<file path="src/rtl/apb_seq_pkg.sv">
// apb_seq_pkg: shared types for the APB command sequencer.
//   op_e    - command table op codes
//   state_e - sequencer FSM state encoding (exported on fsm_state)
//   err_e   - error codes reported on err_code
package apb_seq_pkg;

  typedef enum logic [1:0] {
    OP_END   = 2'd0,
    OP_WRITE = 2'd1,
    OP_READ  = 2'd2,
    OP_POLL  = 2'd3
  } op_e;

  typedef enum logic [2:0] {
    ST_IDLE   = 3'd0,
    ST_WAIT   = 3'd1,
    ST_SETUP  = 3'd2,
    ST_ACCESS = 3'd3,
    ST_DONE   = 3'd4,
    ST_ERROR  = 3'd5
  } state_e;

  typedef enum logic [1:0] {
    ERR_NONE      = 2'd0,
    ERR_SLVERR    = 2'd1,
    ERR_POLL_TMO  = 2'd2,
    ERR_READY_TMO = 2'd3
  } err_e;

  // States in which the table may be rewritten and a new run started.
  function automatic logic is_parked(state_e s);
    return (s == ST_IDLE) || (s == ST_DONE) || (s == ST_ERROR);
  endfunction

endpackage

</file>
<file path="src/rtl/apb_seq_cmd_table.sv">
// apb_seq_cmd_table: NUM_CMDS-entry command register file.
//   clk, rst          - clock, synchronous active-high reset (clears ops to END)
//   we, wr_idx, wr_*  - synchronous write port; wr_idx >= NUM_CMDS is ignored
//   rd_idx, rd_*      - asynchronous read port; out-of-range index reads END
module apb_seq_cmd_table
  import apb_seq_pkg::*;
#(
  parameter int ADDR_W   = 32,
  parameter int DATA_W   = 32,
  parameter int NUM_CMDS = 8,
  parameter int IDX_W    = $clog2(NUM_CMDS + 1)
) (
  input  logic              clk,
  input  logic              rst,
  input  logic              we,
  input  logic [IDX_W-1:0]  wr_idx,
  input  op_e               wr_op,
  input  logic [ADDR_W-1:0] wr_addr,
  input  logic [DATA_W-1:0] wr_data,
  input  logic [DATA_W-1:0] wr_mask,
  input  logic [IDX_W-1:0]  rd_idx,
  output op_e               rd_op,
  output logic [ADDR_W-1:0] rd_addr,
  output logic [DATA_W-1:0] rd_data,
  output logic [DATA_W-1:0] rd_mask
);

  op_e               op_q   [NUM_CMDS];
  op_e               op_d   [NUM_CMDS];
  logic [ADDR_W-1:0] addr_q [NUM_CMDS];
  logic [ADDR_W-1:0] addr_d [NUM_CMDS];
  logic [DATA_W-1:0] data_q [NUM_CMDS];
  logic [DATA_W-1:0] data_d [NUM_CMDS];
  logic [DATA_W-1:0] mask_q [NUM_CMDS];
  logic [DATA_W-1:0] mask_d [NUM_CMDS];

  always_comb begin
    op_d   = op_q;
    addr_d = addr_q;
    data_d = data_q;
    mask_d = mask_q;
    for (int i = 0; i < NUM_CMDS; i++) begin
      if (we && (wr_idx == IDX_W'(i))) begin
        op_d[i]   = wr_op;
        addr_d[i] = wr_addr;
        data_d[i] = wr_data;
        mask_d[i] = wr_mask;
      end
    end
  end

  // Only the op field needs reset: an END entry never looks at the rest.
  always_ff @(posedge clk) begin
    for (int i = 0; i < NUM_CMDS; i++) begin
      op_q[i]   <= rst ? OP_END : op_d[i];
      addr_q[i] <= addr_d[i];
      data_q[i] <= data_d[i];
      mask_q[i] <= mask_d[i];
    end
  end

  always_comb begin
    rd_op   = OP_END;
    rd_addr = '0;
    rd_data = '0;
    rd_mask = '0;
    for (int i = 0; i < NUM_CMDS; i++) begin
      if (rd_idx == IDX_W'(i)) begin
        rd_op   = op_q[i];
        rd_addr = addr_q[i];
        rd_data = data_q[i];
        rd_mask = mask_q[i];
      end
    end
  end

endmodule

</file>
<file path="src/rtl/apb_seq_driver.sv">
// apb_seq_driver: APB master that executes a loadable WRITE/READ/POLL table.
//   clk, rst                    - clock, synchronous active-high reset
//   start, step, mode_auto      - run control (auto gaps or one command per step)
//   cmd_we, cmd_wr_idx, cmd_*   - command table load port
//   paddr..pwrite               - APB master outputs
//   prdata, pready, pslverr     - APB slave responses
//   rd_data, cmd_idx, fsm_state - last read/poll data, current index, state
//   busy, done, error, err_code - status
//
// state  | meaning
// IDLE   | after reset, waiting for start
// WAIT   | gap before the next command (auto gap, step pulse, or poll retry gap)
// SETUP  | APB setup phase, psel=1 penable=0
// ACCESS | APB access phase, waiting for pready with timeout
// DONE   | table finished, waiting for start
// ERROR  | slave error or timeout, waiting for start
module apb_seq_driver
  import apb_seq_pkg::*;
#(
  parameter int ADDR_W   = 32,
  parameter int DATA_W   = 32,
  parameter int NUM_CMDS = 8,
  parameter int IDX_W    = $clog2(NUM_CMDS + 1),
  parameter int GAP_CYC  = 50_000_000,
  parameter int POLL_GAP = 5_000_000,
  parameter int POLL_MAX = 255,
  parameter int TMO_CYC  = 1024
) (
  input  logic              clk,
  input  logic              rst,
  input  logic              start,
  input  logic              step,
  input  logic              mode_auto,
  input  logic              cmd_we,
  input  logic [IDX_W-1:0]  cmd_wr_idx,
  input  logic [1:0]        cmd_op,
  input  logic [ADDR_W-1:0] cmd_addr,
  input  logic [DATA_W-1:0] cmd_data,
  input  logic [DATA_W-1:0] cmd_mask,
  output logic [ADDR_W-1:0] paddr,
  output logic [DATA_W-1:0] pwdata,
  output logic              psel,
  output logic              penable,
  output logic              pwrite,
  input  logic [DATA_W-1:0] prdata,
  input  logic              pready,
  input  logic              pslverr,
  output logic [DATA_W-1:0] rd_data,
  output logic [IDX_W-1:0]  cmd_idx,
  output logic [2:0]        fsm_state,
  output logic              busy,
  output logic              done,
  output logic              error,
  output logic [1:0]        err_code
);

  localparam int GAP_MAX = (GAP_CYC > POLL_GAP) ? GAP_CYC : POLL_GAP;
  localparam int GAP_W   = $clog2(GAP_MAX + 1);
  localparam int TMO_W   = $clog2(TMO_CYC + 1);
  localparam int PCNT_W  = $clog2(POLL_MAX + 1);

  state_e            state_q, state_d;
  logic [IDX_W-1:0]  idx_q, idx_d;
  logic [GAP_W-1:0]  gap_q, gap_d;
  logic              retry_q, retry_d;
  logic [TMO_W-1:0]  tmo_q, tmo_d;
  logic [PCNT_W-1:0] pcnt_q, pcnt_d;
  logic [ADDR_W-1:0] paddr_q, paddr_d;
  logic [DATA_W-1:0] pwdata_q, pwdata_d;
  logic              psel_q, psel_d;
  logic              penable_q, penable_d;
  logic              pwrite_q, pwrite_d;
  logic [DATA_W-1:0] rd_data_q, rd_data_d;
  err_e              err_q, err_d;

  op_e               tbl_op;
  logic [ADDR_W-1:0] tbl_addr;
  logic [DATA_W-1:0] tbl_data;
  logic [DATA_W-1:0] tbl_mask;
  logic              advance;
  logic [IDX_W-1:0]  idx_inc;
  logic [PCNT_W-1:0] pcnt_inc;

  apb_seq_cmd_table #(
    .ADDR_W   (ADDR_W),
    .DATA_W   (DATA_W),
    .NUM_CMDS (NUM_CMDS),
    .IDX_W    (IDX_W)
  ) u_table (
    .clk     (clk),
    .rst     (rst),
    .we      (cmd_we && is_parked(state_q)),
    .wr_idx  (cmd_wr_idx),
    .wr_op   (op_e'(cmd_op)),
    .wr_addr (cmd_addr),
    .wr_data (cmd_data),
    .wr_mask (cmd_mask),
    .rd_idx  (idx_q),
    .rd_op   (tbl_op),
    .rd_addr (tbl_addr),
    .rd_data (tbl_data),
    .rd_mask (tbl_mask)
  );

  // Saturate at NUM_CMDS so a table without END still terminates.
  assign idx_inc  = (idx_q == IDX_W'(NUM_CMDS)) ? idx_q : idx_q + IDX_W'(1);
  assign pcnt_inc = pcnt_q + PCNT_W'(1);

  // A poll retry gap is timed in both modes; a step only starts new commands.
  assign advance = retry_q ? (gap_q == '0)
                           : (mode_auto ? (gap_q == '0) : step);

  always_comb begin
    state_d   = state_q;
    idx_d     = idx_q;
    gap_d     = gap_q;
    retry_d   = retry_q;
    tmo_d     = tmo_q;
    pcnt_d    = pcnt_q;
    paddr_d   = paddr_q;
    pwdata_d  = pwdata_q;
    psel_d    = psel_q;
    penable_d = penable_q;
    pwrite_d  = pwrite_q;
    rd_data_d = rd_data_q;
    err_d     = err_q;

    case (state_q)
      ST_IDLE, ST_DONE, ST_ERROR: begin
        if (start) begin
          idx_d   = '0;
          err_d   = ERR_NONE;
          pcnt_d  = '0;
          gap_d   = GAP_W'(GAP_CYC);
          retry_d = 1'b0;
          state_d = ST_WAIT;
        end
      end
      ST_WAIT: begin
        if (gap_q != '0) gap_d = gap_q - GAP_W'(1);
        if (advance) begin
          retry_d = 1'b0;
          if ((idx_q == IDX_W'(NUM_CMDS)) || (tbl_op == OP_END)) begin
            state_d = ST_DONE;
          end else begin
            paddr_d   = tbl_addr;
            pwrite_d  = (tbl_op == OP_WRITE);
            pwdata_d  = (tbl_op == OP_WRITE) ? tbl_data : '0;
            psel_d    = 1'b1;
            penable_d = 1'b0;
            state_d   = ST_SETUP;
          end
        end
      end
      ST_SETUP: begin
        penable_d = 1'b1;
        tmo_d     = TMO_W'(TMO_CYC - 1);
        state_d   = ST_ACCESS;
      end
      ST_ACCESS: begin
        if (pready) begin
          psel_d    = 1'b0;
          penable_d = 1'b0;
          gap_d     = GAP_W'(GAP_CYC);
          state_d   = ST_WAIT;
          if (pslverr) begin
            err_d   = ERR_SLVERR;
            state_d = ST_ERROR;
          end else if (tbl_op == OP_POLL) begin
            rd_data_d = prdata;
            if ((prdata & tbl_mask) == '0) begin
              idx_d  = idx_inc;
              pcnt_d = '0;
            end else if (pcnt_inc == PCNT_W'(POLL_MAX)) begin
              pcnt_d  = pcnt_inc;
              err_d   = ERR_POLL_TMO;
              state_d = ST_ERROR;
            end else begin
              pcnt_d  = pcnt_inc;
              gap_d   = GAP_W'(POLL_GAP);
              retry_d = 1'b1;
            end
          end else begin
            if (tbl_op == OP_READ) rd_data_d = prdata;
            idx_d = idx_inc;
          end
        end else if (tmo_q == '0) begin
          psel_d    = 1'b0;
          penable_d = 1'b0;
          err_d     = ERR_READY_TMO;
          state_d   = ST_ERROR;
        end else begin
          tmo_d = tmo_q - TMO_W'(1);
        end
      end
      default: state_d = ST_IDLE;
    endcase
  end

  always_ff @(posedge clk) begin
    if (rst) begin
      state_q   <= ST_IDLE;
      idx_q     <= '0;
      gap_q     <= '0;
      retry_q   <= 1'b0;
      tmo_q     <= '0;
      pcnt_q    <= '0;
      paddr_q   <= '0;
      pwdata_q  <= '0;
      psel_q    <= 1'b0;
      penable_q <= 1'b0;
      pwrite_q  <= 1'b0;
      rd_data_q <= '0;
      err_q     <= ERR_NONE;
    end else begin
      state_q   <= state_d;
      idx_q     <= idx_d;
      gap_q     <= gap_d;
      retry_q   <= retry_d;
      tmo_q     <= tmo_d;
      pcnt_q    <= pcnt_d;
      paddr_q   <= paddr_d;
      pwdata_q  <= pwdata_d;
      psel_q    <= psel_d;
      penable_q <= penable_d;
      pwrite_q  <= pwrite_d;
      rd_data_q <= rd_data_d;
      err_q     <= err_d;
    end
  end

  assign paddr     = paddr_q;
  assign pwdata    = pwdata_q;
  assign psel      = psel_q;
  assign penable   = penable_q;
  assign pwrite    = pwrite_q;
  assign rd_data   = rd_data_q;
  assign cmd_idx   = idx_q;
  assign fsm_state = state_q;
  assign err_code  = err_q;
  assign busy      = (state_q == ST_WAIT) || (state_q == ST_SETUP) || (state_q == ST_ACCESS);
  assign done      = (state_q == ST_DONE);
  assign error     = (state_q == ST_ERROR);

endmodule
</file>
<file path="config.mk">
export PLATFORM = sky130hd
export DESIGN_NAME = apb_seq_driver
export DESIGN_NICKNAME = d
export VERILOG_FILES = /design/src/rtl/apb_seq_pkg.sv /design/src/rtl/apb_seq_cmd_table.sv /design/src/rtl/apb_seq_driver.sv
export SDC_FILE = /design/constraint.sdc
export NUM_CORES = 1
export LEC_CHECK = 0
export BUFFER_PORTS_ARGS = -buffer_cell sky130_fd_sc_hd__buf_4
export CAP_MARGIN = 20
export CORE_MARGIN = 5
export CORE_UTILIZATION = 40
export DETAILED_ROUTE_END_ITERATION = 16
export PLACE_DENSITY = 0.65
export SYNTH_ARGS = -nofsm -noshare
export SYNTH_HDL_FRONTEND = slang
export SYNTH_HIERARCHICAL = 1
export SYNTH_SLANG_ARGS = --single-unit
</file>
<file path="constraint.sdc">
create_clock -name clk -period 8.2 [get_ports clk]
set_input_delay 0.82 -clock clk [delete_from_list [all_inputs] [get_ports clk]]
set_output_delay 0.82 -clock clk [all_outputs]
set_load 0.02 [all_outputs]
</file>
==> After elaboration in Yosys (flattened, before gate mapping) <==
Cells that the tools add are included.
Widths: inputs -> output; s select.
{ "word_totals": {"ff_bits": 938, "inputBits": 142, "word_cells": 227} }
{ "op_classes": {"n_addsub": 4, "n_eq_ne": 40, "muxes": 95, "n_bitwise": 3, "n_reduce_logical": 40} }
{ "ops": {"columns": ["operator", "n"], "rows": [
  ["$mux 32", 27],
  ["$mux 26", 7],
  ["$pmux 26 s3", 1],
  ["$mux 8", 5],
  ["$and 32x32->32", 1],
  ["$eq 4x3->1 const B", 8],
  ["$logic_not 32->1", 1],
  ["$mux 2", 15],
  ["$mux 3", 9],
  ["$logic_not 26->1", 1],
  ["$reduce_bool 26->1", 1],
  ["$sub 26x1->26 const B", 1],
  ["$mux 4", 6],
  ["$mux 11", 2],
  ["$ne 2x2->1 const B", 11],
  ["$pmux 11 s2", 1],
  ["$eq 4x2->1 const B", 4],
  ["$pmux 8 s2", 1],
  ["$reduce_and 4->1", 4],
  ["$mux 1", 15],
  ["$ne 4x4->1 const B", 3],
  ["$pmux 3 s4", 1],
  ["$logic_not 11->1", 1],
  ["$sub 11x1->11 const B", 1],
  ["28 further kinds", 55]
]} }

==> Logic depth before layout (Yosys ltp) <==
Gate-level depths: netlist (run 1).
{ "logic_depth": {"word_depth": 16, "ltp_mapped": 14, "depth_no_buf": 10} }

==> By module <==
Netlist (run 1), hierarchy kept.
{ "by_module_without_submodules": {"columns": ["mod", "instances", "cells_per_inst", "area_per_inst_um2"], "rows": [
  ["apb_seq_cmd_table", 1, 1785, 30909.6],
  ["apb_seq_driver", 1, 894, 7039.3]
]} }

==> Least setup slack after synthesis (run 1) <==
OpenSTA, ideal clock, no wires.
{ "synth_timing": {"path_kind": "input to register", "start": "input cmd_we", "end": "register u_table/addr_q[128] in the netlist's numbering, enable pin", "setup_time_ns": 0.555, "arrival_ns": 5.442, "required_ns": 7.645, "path_slack_ns": 2.203, "stages": 3, "n_path_buf": 0, "path_cell_list": "and3_1 -> or3b_1 -> nor2_1"} }
{ "synth_between": {"elab_chain_len": 2} }
{ "synth_lines": {"columns": ["item", "line_no", "source"], "rows": [
  ["start, declared", "apb_seq_driver.sv:34", "input logic cmd_we,"],
  ["$logic_and 1x1->1", "apb_seq_driver.sv:92", ".we (cmd_we && is_parked(state_q)),"],
  ["$logic_and 1x1->1", "apb_seq_cmd_table.sv:43", "if (we && (wr_idx == IDX_W'(i))) begin"],
  ["end signal, assigned by index", "apb_seq_cmd_table.sv:56", "addr_q[i] <= addr_d[i];"],
  ["end, declared", "apb_seq_cmd_table.sv:30", "logic [ADDR_W-1:0] addr_q [NUM_CMDS];"]
]} }
Every way passes these cells.
A chain may end at the register's enable or synchronous reset.

==> Final worst setup path (run 1) <==
{ "layout_timing": {"start": "register idx_q[2] (netlist: cmd_idx[2])", "end": "register gap_q[6]"} }
{ "layout_between": {"elab_chain_len": 16, "word_cells_on_any_way": 32, "cone_classes": "eq/ne: 8; mux: 21; bitwise: 1; reduce/logical: 2"} }
{ "layout_lines": {"columns": ["item", "line_no", "source"], "rows": [
  ["start, declared", "apb_seq_driver.sv:63", "logic [IDX_W-1:0] idx_q, idx_d;"],
  ["start signal, assigned", "apb_seq_driver.sv:217", "idx_q <= idx_d;"],
  ["$logic_not 4->1", "apb_seq_cmd_table.sv:68", "if (rd_idx == IDX_W'(i)) begin"],
  ["$mux 32 (7 in series)", "apb_seq_cmd_table.sv:68", null],
  ["$mux 32 (*)", "apb_seq_cmd_table.sv:68", null],
  ["named net tbl_mask[25]", "apb_seq_driver.sv:79", "logic [DATA_W-1:0] tbl_mask;"],
  ["$and 32x32->32 (*)", "apb_seq_driver.sv:171", "if ((prdata & tbl_mask) == '0) begin"],
  ["$logic_not 32->1 (*)", "apb_seq_driver.sv:171", null],
  ["$mux 26 (*)", "apb_seq_driver.sv:171", null],
  ["$mux 26 (*)", "apb_seq_driver.sv:169", "end else if (tbl_op == OP_POLL) begin"],
  ["$mux 26 (*)", "apb_seq_driver.sv:166", "if (pslverr) begin"],
  ["$mux 26 (*)", "apb_seq_driver.sv:161", "if (pready) begin"],
  ["$pmux 26 s3 (*)", "apb_seq_driver.sv:128", "case (state_q)"],
  ["end signal, assigned", "apb_seq_driver.sv:218", "gap_q <= gap_d;"],
  ["end, declared", "apb_seq_driver.sv:64", "logic [GAP_W-1:0] gap_q, gap_d;"]
]} }
Mark *: on every way through the listed nets, which the timed path passes. The rest lies on a longest branch. The select of a mux whose other input is x is not followed.

==> results of run 1 <==
flip-flops by register name (all words and copies together), names as in the netlist, 2 cells and up:
register,count
rd_data,32
err_code,2
u_table/op_q,16
u_table/addr_q,256
pcnt_q,8
u_table/mask_q,256
cmd_idx,4
pwdata,32
tmo_q,11
gap_q,26
paddr,32
u_table/data_q,256
fsm_state,3
cell type report:
cell class	instances	area share [%]
sequential	938	59.8
timing repair buffer	294	5.06
multi-input combinational	1518	23.7
antenna	16	0.0904
tap	1265	3.57
clock buffer	130	6.24
clock inverter	53	1.30
inverter	32	0.294
worst min-delay path by stage:
stage / startpoint / end / slack [ps] / depth (start not counted)
6_report: cmd_data[24] / u_table/data_q[120]$_DFFE_PP_ / 370 / 1
5_1_grt: cmd_data[21] / u_table/data_q[149]$_DFFE_PP_ / 340 / 1
4_1_cts: cmd_data[24] / u_table/data_q[184]$_DFFE_PP_ / 330 / 1
3_5_place_dp: rd_data[0]$_SDFFE_PP0P_ / rd_data[0]$_SDFFE_PP0P_ / 450 / 2
3_3_place_gp: pwdata[26]$_SDFFE_PP0P_ / pwdata[26]$_SDFFE_PP0P_ / 440 / 2
2_1_floorplan: retry_q$_SDFFE_PP0P_ / retry_q$_SDFFE_PP0P_ / 430 / 2
per-stage QoR:
step           total power, mW  setup WS, ps
2_1_floorplan             5.54          2200
3_3_place_gp              5.73          3140
6_report                  10.2          3040
5_1_grt                   10.5          2860
4_1_cts                   10.3          3000
3_5_place_dp              5.73          3010
power breakdown:
part	switching [mW]	leakage (nW)	internal, mW
clock	1.87	1.66	2.67
combinational	0.251	4.25	0.136
sequential	0.0360	8.31	5.21
cell usage in the layout, fill, tap and decap left out, types with 12 or more instances in the layout:
master | Yosys | final
a211oi_1 | 18 | 18
a21oi_1 | 168 | 168
a221o_1 | 48 | 48
a221oi_1 | 21 | 21
a22oi_1 | 68 | 68
a31oi_1 | 104 | 104
buf_4 | 15 | 291
clkbuf_1 | 102 | 16
clkbuf_16 | 0 | 102
clkinv_2 | 0 | 25
dfxtp_1 | 170 | 166
diode_2 | 0 | 16
edfxtp_1 | 768 | 768
inv_1 | 30 | 27
mux2_2 | 22 | 22
mux2i_1 | 118 | 118
mux4_2 | 54 | 54
nand2_1 | 214 | 213
nand2b_1 | 111 | 110
nand3_1 | 51 | 51
nand3b_1 | 18 | 18
nor2_1 | 115 | 110
nor2b_1 | 26 | 22
nor3_1 | 28 | 28
nor4_1 | 12 | 12
o21ai_0 | 56 | 55
o21ai_1 | 41 | 41
o22ai_1 | 77 | 77
xor2_1 | 13 | 13
critical path: cells and delay by family (launching register included):
| kind | cells | cell delay (ps) |
|---|---|---|
| AND/OR/NAND/NOR | 3 | 2110 |
| AO/OA/AOI/OAI | 7 | 1700 |
| buffers and inverters | 1 | 720 |
| flip-flops | 1 | 480 |
logic make-up after synthesis:
family                     Yosys count
DFF                                938
AOI/OAI and AO/OA                  652
and+or+nand+nor                    644
buffers and inverters              223
muxes                              194
xor gates and xnor gates            21
adders and majority gates            7
routing by layer:
metal	GRT usage (%)	vias up	part of all wire, %
li1	-	10783	-
met1	26.3	12179	41
met2	31.1	927	47
met3	5.84	174	9.0
met4	6.63	14	3.0
met5	0	-	0.096
==> Implementation_results.wiki, run 1 <==
{| class="wikitable"
! Metric !! Value
|-
| Total congestion overflow after global routing || 0
|-
| Most used cell along the critical path || a221oi_1
|-
| Post-Synth XOR/XNOR Area || 0.485%
|-
| Number of optimization iterations in the first detailed-route pass || 6
|-
| Clk pin slew, worst setup/hold paths || 70 ps
|-
| Leading post-synthesis cells by cell area || edfxtp_1 61%, dfxtp_1 9.0%, mux4_2 3.2%, mux2i_1 3.1%, a21oi_1 2.2%
|-
| Worst setup SP type || flip-flop
|-
| Post-detailed-placement half-perimeter wirelength || 60,200 um
|-
| DRC Markers || 0
|-
| Leak pwr || 14.2 nW
|-
| Count of warnings emitted by yosys || 6
|-
| Total area of multi-input combinational cells || 10,500 um^2
|-
| Number of pins with negative max-slew slack in the final report || 0
|-
| Period utilisation layout || 62.9%
|-
| Arrival time of data at the critical path endpoint || 5710 ps
|-
| Global placement routability congestion || 0.838
|-
| Aggregate global-route resource usage || 19.7%
|-
| Number of clock sinks seen by CTS || 938
|-
| Main combinational cell family by area after synthesis || compound AO/OA/AOI/OAI gates
|-
| Worst EP required || 8750 ps
|-
| Capture point of the worst reg-to-reg path || gap_q[6]$_SDFFE_PP0P_
|-
| Fin area || 44,300 um^2
|-
| Sum of routed wire length over all layers || 104,000 um
|-
| Mapped Nets || 2,828
|-
| I/O pin cnt || 253
|-
| Setup total negative slack || 0 ps
|-
| Core Footprint || 94,600 um^2
|-
| Cell at the root of the clock tree || clkbuf_16
|-
| Flop-to-flop setup slack || 3040 ps
|-
| Starting Density || 40.1%
|-
| Filler Cell Count || 8,121
|-
| Cell chain of the critical path || buf_4 > nor2b_4 > nor3b_2 > a221oi_1 > o22ai_1 > a22o_1 > a221oi_1 > and4_1 > a221oi_1 > o21ai_0 > a21oi_1
|-
| Cell total after placement || 4,046
|-
| Beginning of the worst register-to-register path || cmd_idx[2]$_SDFFE_PP0P_
|-
| Vias per Instance || 5.67
|-
| Number of buffers inserted during clock tree synthesis || 97
|-
| # Max-Cap Violations || 0
|-
| Hold buffer count at CTS || 0
|-
| Worst-case reg-to-reg path depth || 11
|-
| Register area share after synthesis || 69.7%
|-
| Share of the synthesized area in compound gates (AO/OA/AOI/OAI) || 11.1%
|-
| Count of flip-flops with a built-in enable after synthesis || 768
|-
| Mapped cell area || 37,900 um^2
|-
| Antenna Nets Post-Route || 0
|-
| Cell type with the highest aggregate area in the netlist || edfxtp_1
|-
| Worst rel slew slack || 20.3%
|-
| Syn Area/Cell || 14.2 um^2
|-
| Critical path type || flip-flop to flip-flop
|-
| CP endpoint || gap_q[6]$_SDFFE_PP0P_
|-
| Proportion of netlist area held by the largest area contributor || 60.8%
|-
| Slowest stage cell on the critical path || nor3b_2
|-
| Launch point of the critical path || cmd_idx[2]$_SDFFE_PP0P_
|-
| Clock latency on the worst-skew pair || 680 ps
|-
| Max Fclk || 0.194 GHz
|-
| Via count of the first global-routing pass || 23,417
|-
| Outcome || complete, no violations
|-
| Vertical die dimension || 318 um
|-
| Maximum buffer depth of the clock tree || 3
|-
| Die area || 101,000 um^2
|-
| Leading register cell type out of synthesis || edfxtp_1
|-
| Number of resized instances in the post-cts repair step || 0
|-
| Final period demand of the worst path || 5160 ps
|-
| Post-synthesis instance total || 2,679
|-
| Routed length per placed instance || 24.5 um
|-
| Horizontal die dimension || 318 um
|-
| Share of post-route cells with drive strength above 1 || 19.4%
|-
| Post-synthesis async set-or-reset flop share || 0%
|-
| Worst min-delay path class || primary input to flip-flop
|-
| Number of port buffers || 252
|-
| Final net count || 3,030
|-
| Slew of the pin with the lowest slew margin || 1200 ps
|-
| FF/Latch Area || 26,500 um^2
|-
| Synth Area in Adders || 0.231%
|-
| Total of flip-flops plus latches after synthesis || 938
|-
| Simple-gate share of the synthesized area || 8.55%
|-
| Post-synth top cells || 768 x edfxtp_1, 214 x nand2_1, 170 x dfxtp_1, 168 x a21oi_1, 118 x mux2i_1
|-
| Maximum number of pins on one net before global-route repair || 162
|-
| Util after Layout || 46.8%
|-
| Number of standard cells in the final layout excluding fillers || 4,246
|-
| Post-synthesis to final-layout area growth || 16.7%
|-
| Total vias in the final route || 24,077
|-
| Critical path endpoint category || flip-flop
|-
| Final hold violations || 0
|-
| Hold slack final || 372 ps
|-
| Most frequent cell after synthesis || edfxtp_1
|-
| Worst Skew || 48.3 ps
|-
| CTS tree || done
|-
| Placement Rows || 113
|-
| Setup Buffers After CTS || 0
|-
| Count of distinct cell types in the synthesized netlist || 84
|-
| Total cell area at the placement stage || 40,900 um^2
|-
| Number of antenna violations at the first check in global routing || 23
|-
| Power per Cell Area || 230 nW/um^2
|-
| H-Tree Depth || 3
|-
| RSZ-0062 raised after global routing || false
|-
| Biggest cell delay along the critical path || 990 ps
|-
| Top fanout value on the critical path || 84
|-
| Max rail drop VDD || 0.000163 V
|-
| Setup violators final || 0
|-
| Fraction of synthesized area in multiplexers || 6.97%
|-
| First-pass GRT wire length || 153,000 um
|-
| Number of DRC markers after the initial detailed-route iteration || 1,866
|}
Note: power is estimated with default switching activity, not from simulation.
==> inputs of run 2 (changes only) <==
--- a/config.mk
+++ b/config.mk
@@ -5,6 +5,7 @@
 export SDC_FILE = /design/constraint.sdc
 export NUM_CORES = 1
 export LEC_CHECK = 0
+export ABC_AREA = 1
 export BUFFER_PORTS_ARGS = -buffer_cell sky130_fd_sc_hd__buf_4
 export CAP_MARGIN = 20
 export CORE_MARGIN = 5
==> constraint.sdc (replaced) <==
create_clock -name clk -period 5.3 [get_ports clk]
set_input_delay 0.53 -clock clk [delete_from_list [all_inputs] [get_ports clk]]
set_output_delay 0.53 -clock clk [all_outputs]
set_load 0.02 [all_outputs]
==> run 2 against run 1 <==
- first-iteration DRC count is 10% higher
- clock skew is 8.0 ps lower
- synthesized area is 2.5% lower
- global-route usage is 1.2 points lower
- critical path type unchanged
- clock-buffer cell count is 2 higher
==> Implementation_results.wiki, run 2 <==
{| class="wikitable"
! Metric !! Value
|-
| Outcome || complete, no violations (unchanged)
|-
| Post-synth top cells || 768 x edfxtp_1, 617 x nand2_1, 430 x nand3_1, 355 x nor2_1, 226 x inv_1 (was 768 x edfxtp_1, 214 x nand2_1, 170 x dfxtp_1, 168 x a21oi_1, 118 x mux2i_1)
|-
| Period utilisation layout || 84.4% (was 62.9%)
|-
| Number of antenna violations at the first check in global routing || 15 (was 23)
|-
| H-Tree Depth || 3 (unchanged)
|-
| Worst rel slew slack || 23.4% (was 20.3%)
|-
| Total area of multi-input combinational cells || 8990 um^2 (was 10,500 um^2)
|-
| Launch point of the critical path || cmd_idx[1]$_SDFFE_PP0P_ (was cmd_idx[2]$_SDFFE_PP0P_)
|-
| Setup violators final || 0 (unchanged)
|-
| Number of port buffers || 252 (unchanged)
|-
| Mapped Nets || 3,416 (was 2,828)
|-
| Mapped cell area || 37,000 um^2 (was 37,900 um^2)
|-
| Clk pin slew, worst setup/hold paths || 60 ps (was 70 ps)
|-
| Slowest stage cell on the critical path || dfxtp_1 (was nor3b_2)
|-
| Most used cell along the critical path || nand2_1 (was a221oi_1)
|-
| Origin of the worst min-delay path || cmd_data[1] (was cmd_data[24])
|-
| Slew of the pin with the lowest slew margin || 1150 ps (was 1200 ps)
|-
| Filler Cell Count || 8,196 (was 8,121)
|-
| Syn Area/Cell || 11.3 um^2 (was 14.2 um^2)
|-
| Post-synthesis instance total || 3,267 (was 2,679)
|-
| Core Footprint || 91,800 um^2 (was 94,600 um^2)
|-
| Critical path endpoint category || flip-flop (unchanged)
|-
| Number of instances on the worst hold path || 1 (unchanged)
|-
| Horizontal die dimension || 314 um (was 318 um)
|-
| Cell type with the highest aggregate area in the netlist || edfxtp_1 (unchanged)
|-
| First-pass GRT wire length || 143,000 um (was 153,000 um)
|-
| Number of pins with negative max-slew slack in the final report || 0 (unchanged)
|-
| Sum of routed wire length over all layers || 94,100 um (was 104,000 um)
|-
| Proportion of netlist area held by the largest area contributor || 62.3% (was 60.8%)
|-
| Critical Path Stages || 20 (was 11)
|-
| Share of post-route cells with drive strength above 1 || 14.0% (was 19.4%)
|-
| Clock latency on the worst-skew pair || 660 ps (was 680 ps)
|-
| Number of optimization iterations in the first detailed-route pass || 5 (was 6)
|-
| Overall power consumption || 16.5 mW (was 10.2 mW)
|-
| Antenna Nets Post-Route || 0 (unchanged)
|-
| Post-synthesis async set-or-reset flop share || 0% (unchanged)
|-
| Vias per Instance || 5.17 (was 5.67)
|-
| Die area || 98,700 um^2 (was 101,000 um^2)
|-
| Via count of the first global-routing pass || 23,780 (was 23,417)
|-
| Total of flip-flops plus latches after synthesis || 938 (unchanged)
|-
| Arrival time of data at the critical path endpoint || 5040 ps (was 5710 ps)
|-
| Starting Density || 40.3% (was 40.1%)
|-
| Worst-case reg-to-reg path depth || 20 (was 11)
|-
| Number of resized instances in the post-cts repair step || 0 (unchanged)
|-
| Final hold violations || 0 (unchanged)
|-
| Routed length per placed instance || 19.5 um (was 24.5 um)
|-
| Number of DRC markers after the initial detailed-route iteration || 2,059 (was 1,866)
|-
| Hold buffer count at CTS || 0 (unchanged)
|-
| Final net count || 3,642 (was 3,030)
|-
| Aggregate global-route resource usage || 18.6% (was 19.7%)
|-
| Post-synthesis to final-layout area growth || 17.6% (was 16.7%)
|-
| Placement Rows || 111 (was 113)
|-
| Maximum buffer depth of the clock tree || 3 (unchanged)
|-
| Leading register cell type out of synthesis || edfxtp_1 (unchanged)
|-
| Max Fclk || 0.224 GHz (was 0.194 GHz)
|-
| RSZ-0062 raised after global routing || false (unchanged)
|-
| Most common cell after layout, fill and taps aside || edfxtp_1 (unchanged)
|-
| # Max-Cap Violations || 0 (unchanged)
|-
| Leading post-synthesis cells by cell area || edfxtp_1 62%, dfxtp_1 9.2%, nand2_1 6.3%, nand3_1 5.8%, nor2_1 3.6% (was edfxtp_1 61%, dfxtp_1 9.0%, mux4_2 3.2%, mux2i_1 3.1%, a21oi_1 2.2%)
|-
| Most frequent cell after synthesis || edfxtp_1 (unchanged)
|-
| Maximum number of pins on one net before global-route repair || 189 (was 162)
|-
| Count of flip-flops with a built-in enable after synthesis || 768 (unchanged)
|-
| I/O pin cnt || 253 (unchanged)
|-
| Number of buffers inserted during clock tree synthesis || 97 (unchanged)
|-
| Worst setup SP type || flip-flop (unchanged)
|-
| Total congestion overflow after global routing || 0 (unchanged)
|-
| Critical path type || flip-flop to flip-flop (unchanged)
|-
| Number of clock sinks seen by CTS || 938 (unchanged)
|-
| Worst Skew || 40.3 ps (was 48.3 ps)
|-
| Register area share after synthesis || 71.5% (was 69.7%)
|-
| Worst path buffer plus inverter count || 6 (was 1)
|-
| CTS tree || done (unchanged)
|-
| Worst EP required || 5860 ps (was 8750 ps)
|-
| Setup Buffers After CTS || 0 (unchanged)
|-
| FF/Latch Area || 26,500 um^2 (about the same)
|-
| Cell at the root of the clock tree || clkbuf_16 (unchanged)
|-
| Beginning of the worst register-to-register path || cmd_idx[1]$_SDFFE_PP0P_ (was cmd_idx[2]$_SDFFE_PP0P_)
|-
| Leak pwr || 15.7 nW (was 14.2 nW)
|-
| Count of distinct cell types in the synthesized netlist || 38 (was 84)
|-
| Post-detailed-placement half-perimeter wirelength || 54,900 um (was 60,200 um)
|-
| Vertical die dimension || 314 um (was 318 um)
|-
| Top Registers || u_table/addr_q: 256 flops, u_table/data_q: 256 flops, u_table/mask_q: 256 flops (unchanged)
|-
| Worst min-delay path class || primary input to flip-flop (unchanged)
|-
| Global placement routability congestion || 0.836 (was 0.838)
|-
| Count of warnings emitted by yosys || 6 (unchanged)
|-
| Crit path max-delay family || simple AND/OR/NAND/NOR gates (unchanged)
|-
| Final period demand of the worst path || 4470 ps (was 5160 ps)
|-
| Top library cells by usage in the layout, fill and taps aside || 768 x edfxtp_1, 616 x nand2_1, 430 x nand3_1 (was 768 x edfxtp_1, 291 x buf_4, 213 x nand2_1)
|-
| Cell chain of the critical path || inv_1 > buf_4 > nor2_4 > buf_4 > nand2_1 > inv_4 > buf_4 > nand2_1 > nand4_1 > nand2_1 > nand2_1 > nor2_1 > nand2_1 > nor2_1 > nand2_1 > nand3_1 > o21ai_1 > nand3_1 > nand2_1 > inv_1 (was buf_4 > nor2b_4 > nor3b_2 > a221oi_1 > o22ai_1 > a22o_1 > a221oi_1 > and4_1 > a221oi_1 > o21ai_0 > a21oi_1)
|-
| Total vias in the final route || 24,962 (was 24,077)
|-
| Biggest cell delay along the critical path || 590 ps (was 990 ps)
|-
| Max rail drop VDD || 0.000298 V (was 0.000163 V)
|-
| DRC Markers || 0 (unchanged)
|-
| Setup total negative slack || 0 ps (unchanged)
|-
| Power per Cell Area || 380 nW/um^2 (was 230 nW/um^2)
|-
| Top fanout value on the critical path || 32 (was 84)
|}
==> run 2: changes by cell type in the layout (fill, tap and decap cells not counted), sizes merged, moves of 27 or more <==
| cell | previous run | this run |
|---|---|---|
| nor2b | 27 | 0 |
| a31oi | 104 | 11 |
| inv | 36 | 240 |
| mux2i | 118 | 0 |
| mux4 | 54 | 0 |
| o22ai | 77 | 0 |
| nand3 | 51 | 431 |
| a21oi | 168 | 129 |
| nand4 | 9 | 179 |
| a221o | 48 | 0 |
| a22oi | 69 | 0 |
| nand2 | 214 | 619 |
| nand2b | 111 | 0 |
| nor2 | 116 | 368 |
==> run 2: cell type report <==
cell class | instances | area share (%)
diodes | 9 | 0.0517
clock buffers | 132 | 6.21
clock inverters | 50 | 1.31
inverters | 237 | 2.10
multi-input cells | 1924 | 20.7
flip-flops and latches | 938 | 60.8
well taps | 1243 | 3.57
repair buffers | 295 | 5.29
==> run 2: cell families (layout without fill, tap and decap cells) <==
family / count (synthesis) / count (layout) / share of synthesized area (%)
xor+xnor: 10 / 10 / 0.237
buf+inv: 405 / 714 / 4.35
other cells: 0 / 9 / 0
simple gates: 1639 / 1639 / 19.8
compound gates: 268 / 268 / 3.87
fa+ha+maj: 7 / 7 / 0.237
flops: 938 / 938 / 71.5
==> run 2: worst paths after layout <==
path                                                endpoint  slack (ps)
worst max register to register        gap_q[25]$_SDFFE_PP0P_         830
worst min-delay path            u_table/data_q[97]$_DFFE_PP_         100
worst min register to register        paddr[19]$_SDFFE_PP0P_         440
worst max-delay path                  gap_q[25]$_SDFFE_PP0P_         830
==> run 2: worst reg2reg max path, stage by stage (launching register included) <==
cell     delay (ps)
dfxtp_1         590
inv_1            90
buf_4           240
nor2_4          180
buf_4           350
nand2_1         180
inv_4           350
buf_4           480
nand2_1         120
nand4_1         110
nand2_1          60
nand2_1          60
nor2_1           50
nand2_1          70
nor2_1          100
nand2_1         340
nand3_1         180
o21ai_1         550
nand3_1         150
nand2_1          90
inv_1            40
==> run 2: stage by stage <==
stage / utilization [%] / instances / hold slack [ps] / setup slack, ps / cell area (um^2)
2_1_floorplan: - / 3267 / 426 / 1660 / 37000
3_3_place_gp: 43.8 / 4636 / 432 / 1010 / 40200
3_5_place_dp: 43.8 / 4636 / 438 / 893 / 40200
4_1_cts: 47.4 / 4818 / 57.5 / 859 / 43500
5_1_grt: 47.4 / 4823 / 77.4 / 338 / 43500
6_report: 47.4 / 4828 / 102 / 827 / 43500
==> run 2: routing by layer <==
metal / wire [um] / vias up / track usage [%] / share of wire (%)
li1: - / 11913 / - / -
met1: 40600 / 12207 / 25.1 / 43
met2: 45000 / 688 / 30.6 / 48
met3: 6200 / 142 / 3.55 / 6.6
met4: 2250 / 12 / 5.72 / 2.4
met5: 71 / - / 0 / 0.075
==> run 2: where the power goes <==
part | switching [mW] | leakage [nW] | internal [mW] | total [mW]
Sequential | 0.0687 | 8.31 | 8.09 | 8.16
Combinational | 1.03 | 5.76 | 0.460 | 1.49
Clock | 2.84 | 1.61 | 4.04 | 6.88
